**src/rtl/mvm_pkg.sv**
```systemverilog
// Shared types and width helpers for the bit-serial crossbar MVM engine.
// Also provides the wrap/saturate reduction applied to the final column sums.
package mvm_pkg;

    typedef enum logic [1:0] {
        IDLE,
        COMPUTE,
        DONE
    } state_t;

    localparam int SAT_W = 64;

    function automatic int nslice(input int in_bits, input int dac_bits);
        return in_bits / dac_bits;
    endfunction

    function automatic int acc_bits(input int in_bits, input int wt_bits, input int xbar);
        return in_bits + wt_bits + $clog2(xbar);
    endfunction

    function automatic int psum_bits(input int dac_bits, input int wt_bits, input int xbar);
        return dac_bits + wt_bits + $clog2(xbar);
    endfunction

    // Index width that never collapses to zero for degenerate sizes.
    function automatic int idx_bits(input int n);
        return (n > 1) ? $clog2(n) : 1;
    endfunction

    // Reduce a wide sum to out_bits: clamp to all-ones, or keep the low bits.
    function automatic logic [SAT_W-1:0] sat_wrap(input logic [SAT_W-1:0] val,
                                                  input int               out_bits,
                                                  input logic             saturate);
        logic [SAT_W-1:0] max_val;
        max_val = (SAT_W'(1) << out_bits) - SAT_W'(1);
        if (saturate) begin
            return (val > max_val) ? max_val : val;
        end
        return val & max_val;
    endfunction

endpackage

```
**src/rtl/mvm_bitserial_if.sv**
```systemverilog
// Control, weight-programming and result bus of the bit-serial MVM engine.
// The tile sequencer is the master; the engine is the slave.
interface mvm_bitserial_if import mvm_pkg::*; #(
    parameter int XBAR_SIZE = 4,
    parameter int IN_BITS   = 4,
    parameter int WT_BITS   = 4,
    parameter int OUT_BITS  = 8
) ();
    localparam int AW = idx_bits(XBAR_SIZE);

    logic                reset_wt;
    logic                prog_wt;
    logic [AW-1:0]       wt_row_addr;
    logic [WT_BITS-1:0]  wt_row_data [XBAR_SIZE];
    logic                mvm_start;
    logic [IN_BITS-1:0]  xbar_input  [XBAR_SIZE];
    logic                mvm_busy;
    logic                mvm_done;
    logic [OUT_BITS-1:0] xbar_output [XBAR_SIZE];

    modport master (
        output reset_wt, prog_wt, wt_row_addr, wt_row_data, mvm_start, xbar_input,
        input  mvm_busy, mvm_done, xbar_output
    );

    modport slave (
        input  reset_wt, prog_wt, wt_row_addr, wt_row_data, mvm_start, xbar_input,
        output mvm_busy, mvm_done, xbar_output
    );
endinterface

```
**src/rtl/mvm_slice_dot.sv**
```systemverilog
// Combinational column dot products of one input slice against the weight array.
// Output width is sized so a full column of maximal products cannot overflow.
module mvm_slice_dot import mvm_pkg::*; #(
    parameter int XBAR_SIZE = 4,
    parameter int DAC_BITS  = 1,
    parameter int WT_BITS   = 4,
    parameter int PS_BITS   = psum_bits(DAC_BITS, WT_BITS, XBAR_SIZE)
) (
    input  logic [DAC_BITS-1:0] s    [XBAR_SIZE],
    input  logic [WT_BITS-1:0]  w    [XBAR_SIZE][XBAR_SIZE],
    output logic [PS_BITS-1:0]  psum [XBAR_SIZE]
);

    always_comb begin
        for (int j = 0; j < XBAR_SIZE; j++) begin
            psum[j] = '0;
            for (int i = 0; i < XBAR_SIZE; i++) begin
                psum[j] = psum[j] + PS_BITS'(s[i]) * PS_BITS'(w[i][j]);
            end
        end
    end

endmodule

```
**src/rtl/mvm_bitserial.sv**
```systemverilog
// Weight-stationary crossbar MVM: input streamed DAC_BITS per cycle, LSB slice first.
// Result appears NSLICE+1 cycles after an accepted start; requests are ignored while busy.
module mvm_bitserial import mvm_pkg::*; #(
    parameter int XBAR_SIZE = 4,
    parameter int IN_BITS   = 4,
    parameter int WT_BITS   = 4,
    parameter int DAC_BITS  = 1,
    parameter int OUT_BITS  = 8,
    parameter int SATURATE  = 0
) (
    input  logic          clk,
    input  logic          reset,
    mvm_bitserial_if.slave bus
);

    localparam int NSLICE   = nslice(IN_BITS, DAC_BITS);
    localparam int ACC_BITS = acc_bits(IN_BITS, WT_BITS, XBAR_SIZE);
    localparam int PS_BITS  = psum_bits(DAC_BITS, WT_BITS, XBAR_SIZE);
    localparam int KW       = idx_bits(NSLICE);

    if (IN_BITS % DAC_BITS != 0) begin : g_bad_dac
        $error("IN_BITS must be a multiple of DAC_BITS");
    end

    state_t state, state_nxt;
    logic do_prog, do_clr, do_start, do_step, do_finish;

    logic [WT_BITS-1:0]  wt   [XBAR_SIZE][XBAR_SIZE];
    logic [IN_BITS-1:0]  x_sr [XBAR_SIZE];
    logic [DAC_BITS-1:0] s    [XBAR_SIZE];
    logic [PS_BITS-1:0]  psum [XBAR_SIZE];
    logic [ACC_BITS-1:0] acc  [XBAR_SIZE];
    logic [OUT_BITS-1:0] y_q  [XBAR_SIZE];
    logic [KW-1:0]       k;
    logic                done_q;

    always_ff @(posedge clk or posedge reset) begin
        if (reset) begin
            state <= IDLE;
        end else begin
            state <= state_nxt;
        end
    end

    // Only IDLE listens to requests; prog_wt beats reset_wt beats start, losers are dropped.
    always_comb begin
        state_nxt = state;
        do_prog   = 1'b0;
        do_clr    = 1'b0;
        do_start  = 1'b0;
        do_step   = 1'b0;
        do_finish = 1'b0;
        case (state)
            IDLE: begin
                if (bus.prog_wt) begin
                    do_prog = 1'b1;
                end else if (bus.reset_wt) begin
                    do_clr = 1'b1;
                end else if (bus.mvm_start) begin
                    do_start  = 1'b1;
                    state_nxt = COMPUTE;
                end
            end
            COMPUTE: begin
                do_step = 1'b1;
                if (k == KW'(NSLICE - 1)) begin
                    state_nxt = DONE;
                end
            end
            DONE: begin
                do_finish = 1'b1;
                state_nxt = IDLE;
            end
            default: state_nxt = IDLE;
        endcase
    end

    always_comb begin
        for (int i = 0; i < XBAR_SIZE; i++) begin
            s[i] = x_sr[i][DAC_BITS-1:0];
        end
    end

    mvm_slice_dot #(
        .XBAR_SIZE (XBAR_SIZE),
        .DAC_BITS  (DAC_BITS),
        .WT_BITS   (WT_BITS),
        .PS_BITS   (PS_BITS)
    ) u_slice_dot (
        .s    (s),
        .w    (wt),
        .psum (psum)
    );

    always_ff @(posedge clk or posedge reset) begin
        if (reset) begin
            for (int i = 0; i < XBAR_SIZE; i++) begin
                x_sr[i] <= '0;
                acc[i]  <= '0;
                y_q[i]  <= '0;
                for (int j = 0; j < XBAR_SIZE; j++) begin
                    wt[i][j] <= '0;
                end
            end
            k      <= '0;
            done_q <= 1'b0;
        end else begin
            done_q <= do_finish;
            if (do_prog && (int'(bus.wt_row_addr) < XBAR_SIZE)) begin
                for (int j = 0; j < XBAR_SIZE; j++) begin
                    wt[bus.wt_row_addr][j] <= bus.wt_row_data[j];
                end
            end
            if (do_clr) begin
                for (int i = 0; i < XBAR_SIZE; i++) begin
                    for (int j = 0; j < XBAR_SIZE; j++) begin
                        wt[i][j] <= '0;
                    end
                end
            end
            if (do_start) begin
                for (int i = 0; i < XBAR_SIZE; i++) begin
                    x_sr[i] <= bus.xbar_input[i];
                    acc[i]  <= '0;
                end
                k <= '0;
            end
            // Slice k carries weight 2^(k*DAC_BITS); the shift register exposes it at the LSBs.
            if (do_step) begin
                for (int i = 0; i < XBAR_SIZE; i++) begin
                    x_sr[i] <= x_sr[i] >> DAC_BITS;
                    acc[i]  <= acc[i] + (ACC_BITS'(psum[i]) << (k * DAC_BITS));
                end
                k <= k + 1'b1;
            end
            if (do_finish) begin
                for (int i = 0; i < XBAR_SIZE; i++) begin
                    y_q[i] <= OUT_BITS'(sat_wrap(SAT_W'(acc[i]), OUT_BITS, SATURATE != 0));
                end
            end
        end
    end

    assign bus.mvm_busy = (state != IDLE);
    assign bus.mvm_done = done_q;

    always_comb begin
        for (int i = 0; i < XBAR_SIZE; i++) begin
            bus.xbar_output[i] = y_q[i];
        end
    end

endmodule

```
**src/flat_wrapper.sv**
```systemverilog
// flat-port wrapper written by rule: the top's interface ports become plain ports
module mvm_bitserial_flat import mvm_pkg::*;
#(
    parameter int XBAR_SIZE = 4,
    parameter int IN_BITS   = 4,
    parameter int WT_BITS   = 4,
    parameter int DAC_BITS  = 1,
    parameter int OUT_BITS  = 8,
    parameter int SATURATE  = 0
)
  (clk, reset, bus_reset_wt, bus_prog_wt, bus_wt_row_addr, bus_wt_row_data, bus_mvm_start, bus_xbar_input, bus_mvm_busy, bus_mvm_done, bus_xbar_output);
  mvm_bitserial_if #(.XBAR_SIZE(XBAR_SIZE), .IN_BITS(IN_BITS), .WT_BITS(WT_BITS), .OUT_BITS(OUT_BITS)) bus_i ();
  input  logic clk;
  input  logic reset;
  input wire logic [$bits(bus_i.reset_wt)-1:0] bus_reset_wt;
  input wire logic [$bits(bus_i.prog_wt)-1:0] bus_prog_wt;
  input wire logic [$bits(bus_i.wt_row_addr)-1:0] bus_wt_row_addr;
  input wire logic [$bits(bus_i.wt_row_data)-1:0] bus_wt_row_data;
  input wire logic [$bits(bus_i.mvm_start)-1:0] bus_mvm_start;
  input wire logic [$bits(bus_i.xbar_input)-1:0] bus_xbar_input;
  output wire logic [$bits(bus_i.mvm_busy)-1:0] bus_mvm_busy;
  output wire logic [$bits(bus_i.mvm_done)-1:0] bus_mvm_done;
  output wire logic [$bits(bus_i.xbar_output)-1:0] bus_xbar_output;
  assign bus_i.reset_wt = bus_reset_wt;
  assign bus_i.prog_wt = bus_prog_wt;
  assign bus_i.wt_row_addr = bus_wt_row_addr;
  assign bus_i.wt_row_data = {>>{bus_wt_row_data}};
  assign bus_i.mvm_start = bus_mvm_start;
  assign bus_i.xbar_input = {>>{bus_xbar_input}};
  assign bus_mvm_busy = bus_i.mvm_busy;
  assign bus_mvm_done = bus_i.mvm_done;
  assign bus_xbar_output = {>>{bus_i.xbar_output}};
  mvm_bitserial #(.XBAR_SIZE(XBAR_SIZE), .IN_BITS(IN_BITS), .WT_BITS(WT_BITS), .DAC_BITS(DAC_BITS), .OUT_BITS(OUT_BITS), .SATURATE(SATURATE)) u_core (.clk(clk), .reset(reset), .bus(bus_i));
endmodule
```
**config.mk**
```make
export PLATFORM = sky130hd
export DESIGN_NAME = mvm_bitserial_flat
export DESIGN_NICKNAME = d
export VERILOG_FILES = /design/src/rtl/mvm_pkg.sv /design/src/rtl/mvm_bitserial_if.sv /design/src/rtl/mvm_slice_dot.sv /design/src/rtl/mvm_bitserial.sv /design/src/flat_wrapper.sv
export SDC_FILE = /design/constraint.sdc
export NUM_CORES = 1
export LEC_CHECK = 0
export ABC_CLOCK_PERIOD_IN_PS = 6300
export CAP_MARGIN = 25
export CORE_UTILIZATION = 50
export DETAILED_ROUTE_END_ITERATION = 16
export GPL_ROUTABILITY_DRIVEN = 1
export GPL_TIMING_DRIVEN = 0
export PLACE_DENSITY = 0.75
export SLEW_MARGIN = 20
export SYNTH_ARGS = -nofsm -noshare
export SYNTH_HDL_FRONTEND = slang
export SYNTH_SLANG_ARGS = --single-unit
```
**constraint.sdc**
```tcl
create_clock -name clk -period 6.3 [get_ports clk]
set_input_delay 0.945 -clock clk [delete_from_list [all_inputs] [get_ports clk]]
set_output_delay 0.945 -clock clk [all_outputs]
set_load 0.05 [all_outputs]
```
Word level (Yosys, flattened, before mapping)
Cells that the tools add are included.
{"block": "word_totals", "regBits": 157, "in_bits": 39, "output_inout_bits": 34}
{"block": "op_classes", "add_sub_neg": 17, "mul": 16, "n_lt_le_gt_ge": 2, "eq_ne": 7, "shift": 4, "muxes": 36, "n_bitwise": 1, "reduce_logical": 6}
{"operator": "$bwmux 64", "count": 4}
{"operator": "$demux 16 s2", "count": 4}
{"operator": "$mux 64", "count": 2}
{"operator": "$mul 1x4->5", "count": 16}
{"operator": "$mux 40", "count": 2}
{"operator": "$mux 16", "count": 3}
{"operator": "$add 10x10->10", "count": 4}
{"operator": "$shl 7x2->10", "count": 4}
{"operator": "$add 6x5->7", "count": 4}
{"operator": "$add 7x5->7", "count": 4}
{"operator": "$add 5x5->6", "count": 4}
{"operator": "$mux 12", "count": 1}
{"operator": "$mux 2", "count": 6}
{"operator": "$mux 1", "count": 11}
{"operator": "$mux 8", "count": 1}
{"operator": "$ne 2x2->1 const B", "count": 3}
{"operator": "$reduce_bool 2->1", "count": 3}
{"operator": "$eq 2x2->1 const B", "count": 2}
{"operator": "$mux 4", "count": 1}
{"operator": "$pmux 2 s2", "count": 1}
{"operator": "$reduce_and 4->1", "count": 1}
{"operator": "$ge 3x3->1 const B", "count": 1}
{"operator": "$lt 3x1->1 const B", "count": 1}
{"operator": "$not 2->3", "count": 1}
{"operator": "other kinds (5)", "count": 5}

Longest topological paths before layout
Gate-level depths: netlist of run 1.
{"block": "logic_depth", "word_depth": 11, "ltp_mapped": 20, "ltp_nobuf": 19}

Cells and area by module
Synthesis of run 1 repeated with hierarchy kept, for this count alone.
{"block": "hier_totals", "cells_unflattened": 880, "hier_area_um2": 9173.8}
{"mod": "mvm_bitserial", "n_inst": 1, "cells_each": 680, "area_each_um2": 7536.0, "seq_area_each_um2": 3728.6}
{"mod": "mvm_slice_dot", "n_inst": 1, "cells_each": 200, "area_each_um2": 1637.8, "seq_area_each_um2": 0.0}

Worst setup path before layout of run 1
Ideal clock, no wire load.
{"block": "synth_timing", "path_type": "flip-flop to flip-flop", "start": "reg u_core.x_sr, in the netlist u_core.s[1]", "end": "reg u_core.acc[37] (netlist bit)", "setup_ns": 0.124, "t_arrival_ns": 4.274, "path_slack_ns": 1.902, "stages_incl_launch_ff": 19, "n_path_buf": 1, "period_less_slack_ns": 4.398, "cell_sequence": "dfrtp_1 -> clkbuf_1 -> and2_1 -> fa_1 -> inv_1 -> fa_1 -> inv_1 -> ha_1 -> fa_1 -> a21o_1 -> a21o_1 -> mux4_2 -> ha_1 -> nand4_1 -> a21oi_1 -> nor2_1 -> xnor2_1 -> nand3b_1 -> nand3_1"}
{"block": "synth_between", "elab_chain_len": 6}
{"element": "start: declaration", "line_no": "mvm_bitserial.sv:29", "text": "logic [IN_BITS-1:0] x_sr [XBAR_SIZE];"}
{"element": "start signal: indexed assignment", "line_no": "mvm_bitserial.sv:123", "text": "x_sr[i] <= bus.xbar_input[i];"}
{"element": "start signal: indexed assignment", "line_no": "mvm_bitserial.sv:131", "text": "x_sr[i] <= x_sr[i] >> DAC_BITS;"}
{"element": "$mul 1x4->5", "line_no": "mvm_slice_dot.sv:18", "text": "psum[j] = psum[j] + PS_BITS'(s[i]) * PS_BITS'(w[i][j]);"}
{"element": "$add 6x5->7", "line_no": "mvm_slice_dot.sv:18"}
{"element": "$add 7x5->7", "line_no": "mvm_slice_dot.sv:18"}
{"element": "$shl 7x2->10", "line_no": "mvm_bitserial.sv:132", "text": "acc[i] <= acc[i] + (ACC_BITS'(psum[i]) << (k * DAC_BITS));"}
{"element": "$add 10x10->10", "line_no": "mvm_bitserial.sv:132"}
{"element": "$mux 40", "line_no": "mvm_bitserial.sv:129", "text": "if (do_step) begin"}
{"element": "end signal: indexed assignment", "line_no": "mvm_bitserial.sv:132"}
{"element": "end: declaration", "line_no": "mvm_bitserial.sv:32", "text": "logic [ACC_BITS-1:0] acc [XBAR_SIZE];"}
No other way between the ends.
A chain may end at the register's enable or synchronous reset.

Final worst setup path of run 1
Ends and elaborated chain as after synthesis.

==> results of run 1 <==
-- final cells by class --
| type | instances | share of cell area [%] |
|---|---|---|
| buffer | 52 | 2.29 |
| clock buffer | 22 | 4.20 |
| clock inverter | 10 | 1.14 |
| inverter | 57 | 2.05 |
| multi-input combinational | 753 | 46.3 |
| sequential | 149 | 34.5 |
| tap | 229 | 2.65 |
| timing repair buffer | 73 | 6.91 |
-- worst paths after layout --
check / to / cells after the start / startpoint / slack [ns]
min reg2reg: u_core.bus.xbar_output[16]$_DFFE_PP0P_ / 1 / u_core.bus.xbar_output[16]$_DFFE_PP0P_ / 0.50
max in group asynchronous: u_core.bus.xbar_output[21]$_DFFE_PP0P_ / 3 / reset / 4.57
min: u_core.bus.xbar_output[16]$_DFFE_PP0P_ / 1 / u_core.bus.xbar_output[16]$_DFFE_PP0P_ / 0.50
max reg2reg: u_core.acc[37]$_DFFE_PP0P_ / 18 / u_core.s[1]$_DFFE_PP0P_ / 1.16
max: u_core.acc[37]$_DFFE_PP0P_ / 18 / u_core.s[1]$_DFFE_PP0P_ / 1.16
min in group asynchronous: u_core.s[2]$_DFFE_PP0P_ / 2 / reset / 0.92
-- through the flow --
| stage | TNS [ns] | util, % | area, um^2 | power, mW |
|---|---|---|---|---|
| finish | 0 | 60.0 | 10800 | 6.73 |
| global route | 0 | 60.0 | 10800 | 7.30 |
| CTS | 0 | 60.0 | 10800 | 6.74 |
| detailed placement | 0 | 56.8 | 10200 | 5.69 |
| global placement | -97.88 | 56.6 | 10200 | 5.54 |
| floorplan | 0 | - | 9200 | 4.64 |
-- power breakdown --
part           leakage (nW)  switching (mW)  internal (mW)
clock network         0.275           0.412          0.597
registers              1.89           0.286           1.37
logic                  2.90            2.44           1.63
-- routing by layer --
layer | vias up | wire [um] | share of wire, % | track usage, %
met2 | 218 | 10600 | 49 | 43.4
met1 | 3555 | 9690 | 44 | 31.5
met4 | 0 | 583 | 2.7 | 10.1
met5 | - | 0 | 0 | 0
met3 | 44 | 892 | 4.1 | 3.79
li1 | 3555 | - | - | -
-- worst register-to-register path, cell delays in order, from the launching register on --
cell	delay, ns
dfrtp_1	0.48
clkbuf_1	0.28
and2_1	0.25
fa_1	0.51
inv_1	0.06
fa_1	0.52
inv_1	0.04
ha_1	0.22
fa_1	0.40
a21o_1	0.22
a21o_1	0.20
mux4_2	0.47
ha_1	0.39
nand4_1	0.11
a21oi_1	0.14
nor2_1	0.09
xnor2_1	0.38
nand3b_1	0.18
nand3_1	0.07
-- logic make-up after synthesis --
kind of cell,after synthesis
flip-flops,149
multiplexers,51
buffers and inverters,109
adder cells (fa/ha/maj),85
AND/OR/NAND/NOR,391
XOR/XNOR,32
AO/OA/AOI/OAI,194
-- state kept, by name (all words and copies together) (netlist names) --
name and cells:
u_core.wt 64, u_core.acc 32, u_core.bus.xbar_output 32, u_core.x_sr 12, u_core.s 4, u_core.k 2
u_core.state 2, u_core.bus.mvm_done 1
-- placed cells by master, fill, tap and decap left out, types with 3 or more instances in the layout --
master / synthesis / layout
mux2i_1: 12 / 12
nor2_1: 36 / 36
dfrtp_1: 149 / 149
nand4_1: 6 / 6
clkdlybuf4s50_1: 0 / 72
nand3_1: 45 / 45
mux2_2: 38 / 38
a211oi_2: 4 / 4
xor2_1: 14 / 14
fa_1: 36 / 36
clkbuf_1: 18 / 22
a21o_1: 13 / 13
nand2b_1: 3 / 3
or3_1: 4 / 4
and2_1: 37 / 37
nor2_2: 3 / 3
ha_1: 49 / 49
buf_1: 4 / 4
inv_1: 56 / 55
xnor2_1: 18 / 18
o21bai_1: 4 / 4
nand2_1: 245 / 245
and3_1: 3 / 3
a21oi_1: 106 / 106
clkinv_4: 0 / 3
a31oi_1: 12 / 12
buf_2: 26 / 26
clkbuf_16: 0 / 17
o21ai_0: 45 / 45
a2111oi_2: 3 / 3
==> results_dict.tcl, run 1 <==
set metrics [dict create \
    syn_area_um2 9200 \
    port_buffers 72 \
    h-tree-depth 4 \
    drc_errors 0 \
    final_cell_count_no_fill 1345 \
    clk_pin_slew_worst_paths_ns 0.06 \
    synth_mux_area_share_pct 6.20 \
    outcome "finished clean" \
    cts_tree "built" \
    yosys.area_share.simple_pct 18.5 \
    post-cts-setup-buffers 0 \
    hold_ws_ns 0.502 \
    clk_latency_ns 0.43 \
    synth_seq_cells 149 \
    gp_congestion 0.888 \
    hp-class "flip-flop to flip-flop" \
    setup_violations 0 \
    cts_made_buffers 17 \
    crit_type "flip-flop to flip-flop" \
    max_slew_margin_pct 57.4 \
    worst_slew_pin_slew_ns 0.639 \
    grt_use_total_pct 25.2 \
    power-per-cell-area_nw_per_um2 622 \
    synth_xor_area_share_pct 3.05 \
    antenna_found_initial 0 \
    n_fill_cell 1541 \
    cp_cell_sequence "clkbuf_1, and2_1, fa_1, inv_1, fa_1, inv_1, ha_1, fa_1, a21o_1, a21o_1, mux4_2, ha_1, nand4_1, a21oi_1, nor2_1, xnor2_1, nand3b_1, nand3_1" \
    postRouteAntennaNets 0 \
    num_vias 7372 \
    finalCritPeriodShare_pct 81.5 \
    crit_fanout 10 \
    rsz0062_at_grt "no" \
    cpMostUsedCell "fa_1" \
    leakagePower_nw 5.07 \
    clockBufferDepth 2 \
    core_um2 18000 \
    yosysMostFrequentCell "nand2_1" \
    critPathBufInv 3 \
    row_count 49 \
    critPathLaunchType "flip-flop" \
    place_ws_ns 1.25 \
    dieArea_um2 19000 \
    grt_max_degree 99 \
    wire_per_inst_um 16.2 \
    synth_top_cell_area_share_pct 40.5 \
    crit_family "adder cells" \
    synth_top_family_by_area "simple AND/OR/NAND/NOR gates" \
    placedCellCount 1313 \
    vias_per_cell 5.48 \
    crit_path_end_kind "flip-flop" \
    ys_top_cells_by_count "nand2_1 (245), dfrtp_1 (149), a21oi_1 (106)" \
    area_growth_pct 17.6 \
    dr.pass1.iters 4 \
    n_antenna_cell 0 \
    clock_skew_ns 0.0110 \
    yosysUniqueCellTypes 44 \
    critPathSlowestCell "fa_1" \
    async_flop_share_pct 100 \
    drive_above_1_share_pct 10.1 \
    grt_pass1_wl_um 36500 \
    layout_setup_ws_ns 1.16 \
    cts_resized 0 \
    cts.sinks 149 \
    dp_hpwl_um 16900 \
    wirelength_um 21800 \
    io_pins 73 \
    cts_hold_buffers 0 \
    max_freq_mhz 195 \
    ys_dominant_reg_cell "dfrtp_1" \
    overflow 0 \
    fin_crit_ns 5.14 \
    synth_fa_ha_area_share_pct 14.5 \
    synth_compound_area_share_pct 12.2 \
    ys_top_cells_by_area "dfrtp_1 (41%), nand2_1 (10%), fa_1 (7.8%)" \
    drv_slew 0 \
    ff_latch_area_um2 3730 \
    synth_warnings 0 \
    multi_input_area_um2 5010 \
    synth_fp_nets 1135 \
    grt_pass1_vias 7487 \
    die_x_um 138 \
    avgSynthCellArea_um2 9.10 \
    peakVddDrop_uv 382 \
    hold_viol_final 0 \
    ys_seq_area_share_pct 40.5 \
    max_cap_viol_count 0 \
    yosysTopAreaCell "dfrtp_1" \
    nets 1227 \
    synth-edff-count 0 \
    netlist_instances 1011 \
    chipHeight_um 138 \
    start_util_pct 51.1 \
    cp_data_arrival_time_ns 5.45 \
    max_stage_delay_ns 0.52 \
    drtIter0Drc 553 \
    clockRootBuffer "clkbuf_16" \
    cp.required_ns 6.61 \
]
No activity file was read; power rests on OpenSTA's default activity.
==> inputs of run 2 (changes only) <==
- ABC_CLOCK_PERIOD_IN_PS: 6300 -> 5390
- clock period: 6.3 -> 5.39 ns (I/O delays scaled with it)
==> results of run 2 <==
The final DEF is identical to that of run 1. Status: finished clean.
Main changes from that run: setup slack after placement 1.25 ns -> 0.341 ns; setup slack after layout 1.16 ns -> 0.253 ns; register-to-register setup slack 1.16 ns -> 0.25 ns; total power 6.73 mW -> 7.87 mW; worst IR drop on VDD 382 uV -> 446 uV
==> inputs of run 3 (changes only) <==
- CAP_MARGIN: 25 -> default
==> results of run 3 <==
The final DEF is identical to that of run 1. Status: finished clean.
Main changes from that run: setup slack after placement 1.25 ns -> 0.341 ns; setup slack after layout 1.16 ns -> 0.253 ns; register-to-register setup slack 1.16 ns -> 0.25 ns; total power 6.73 mW -> 7.87 mW; worst IR drop on VDD 382 uV -> 446 uV
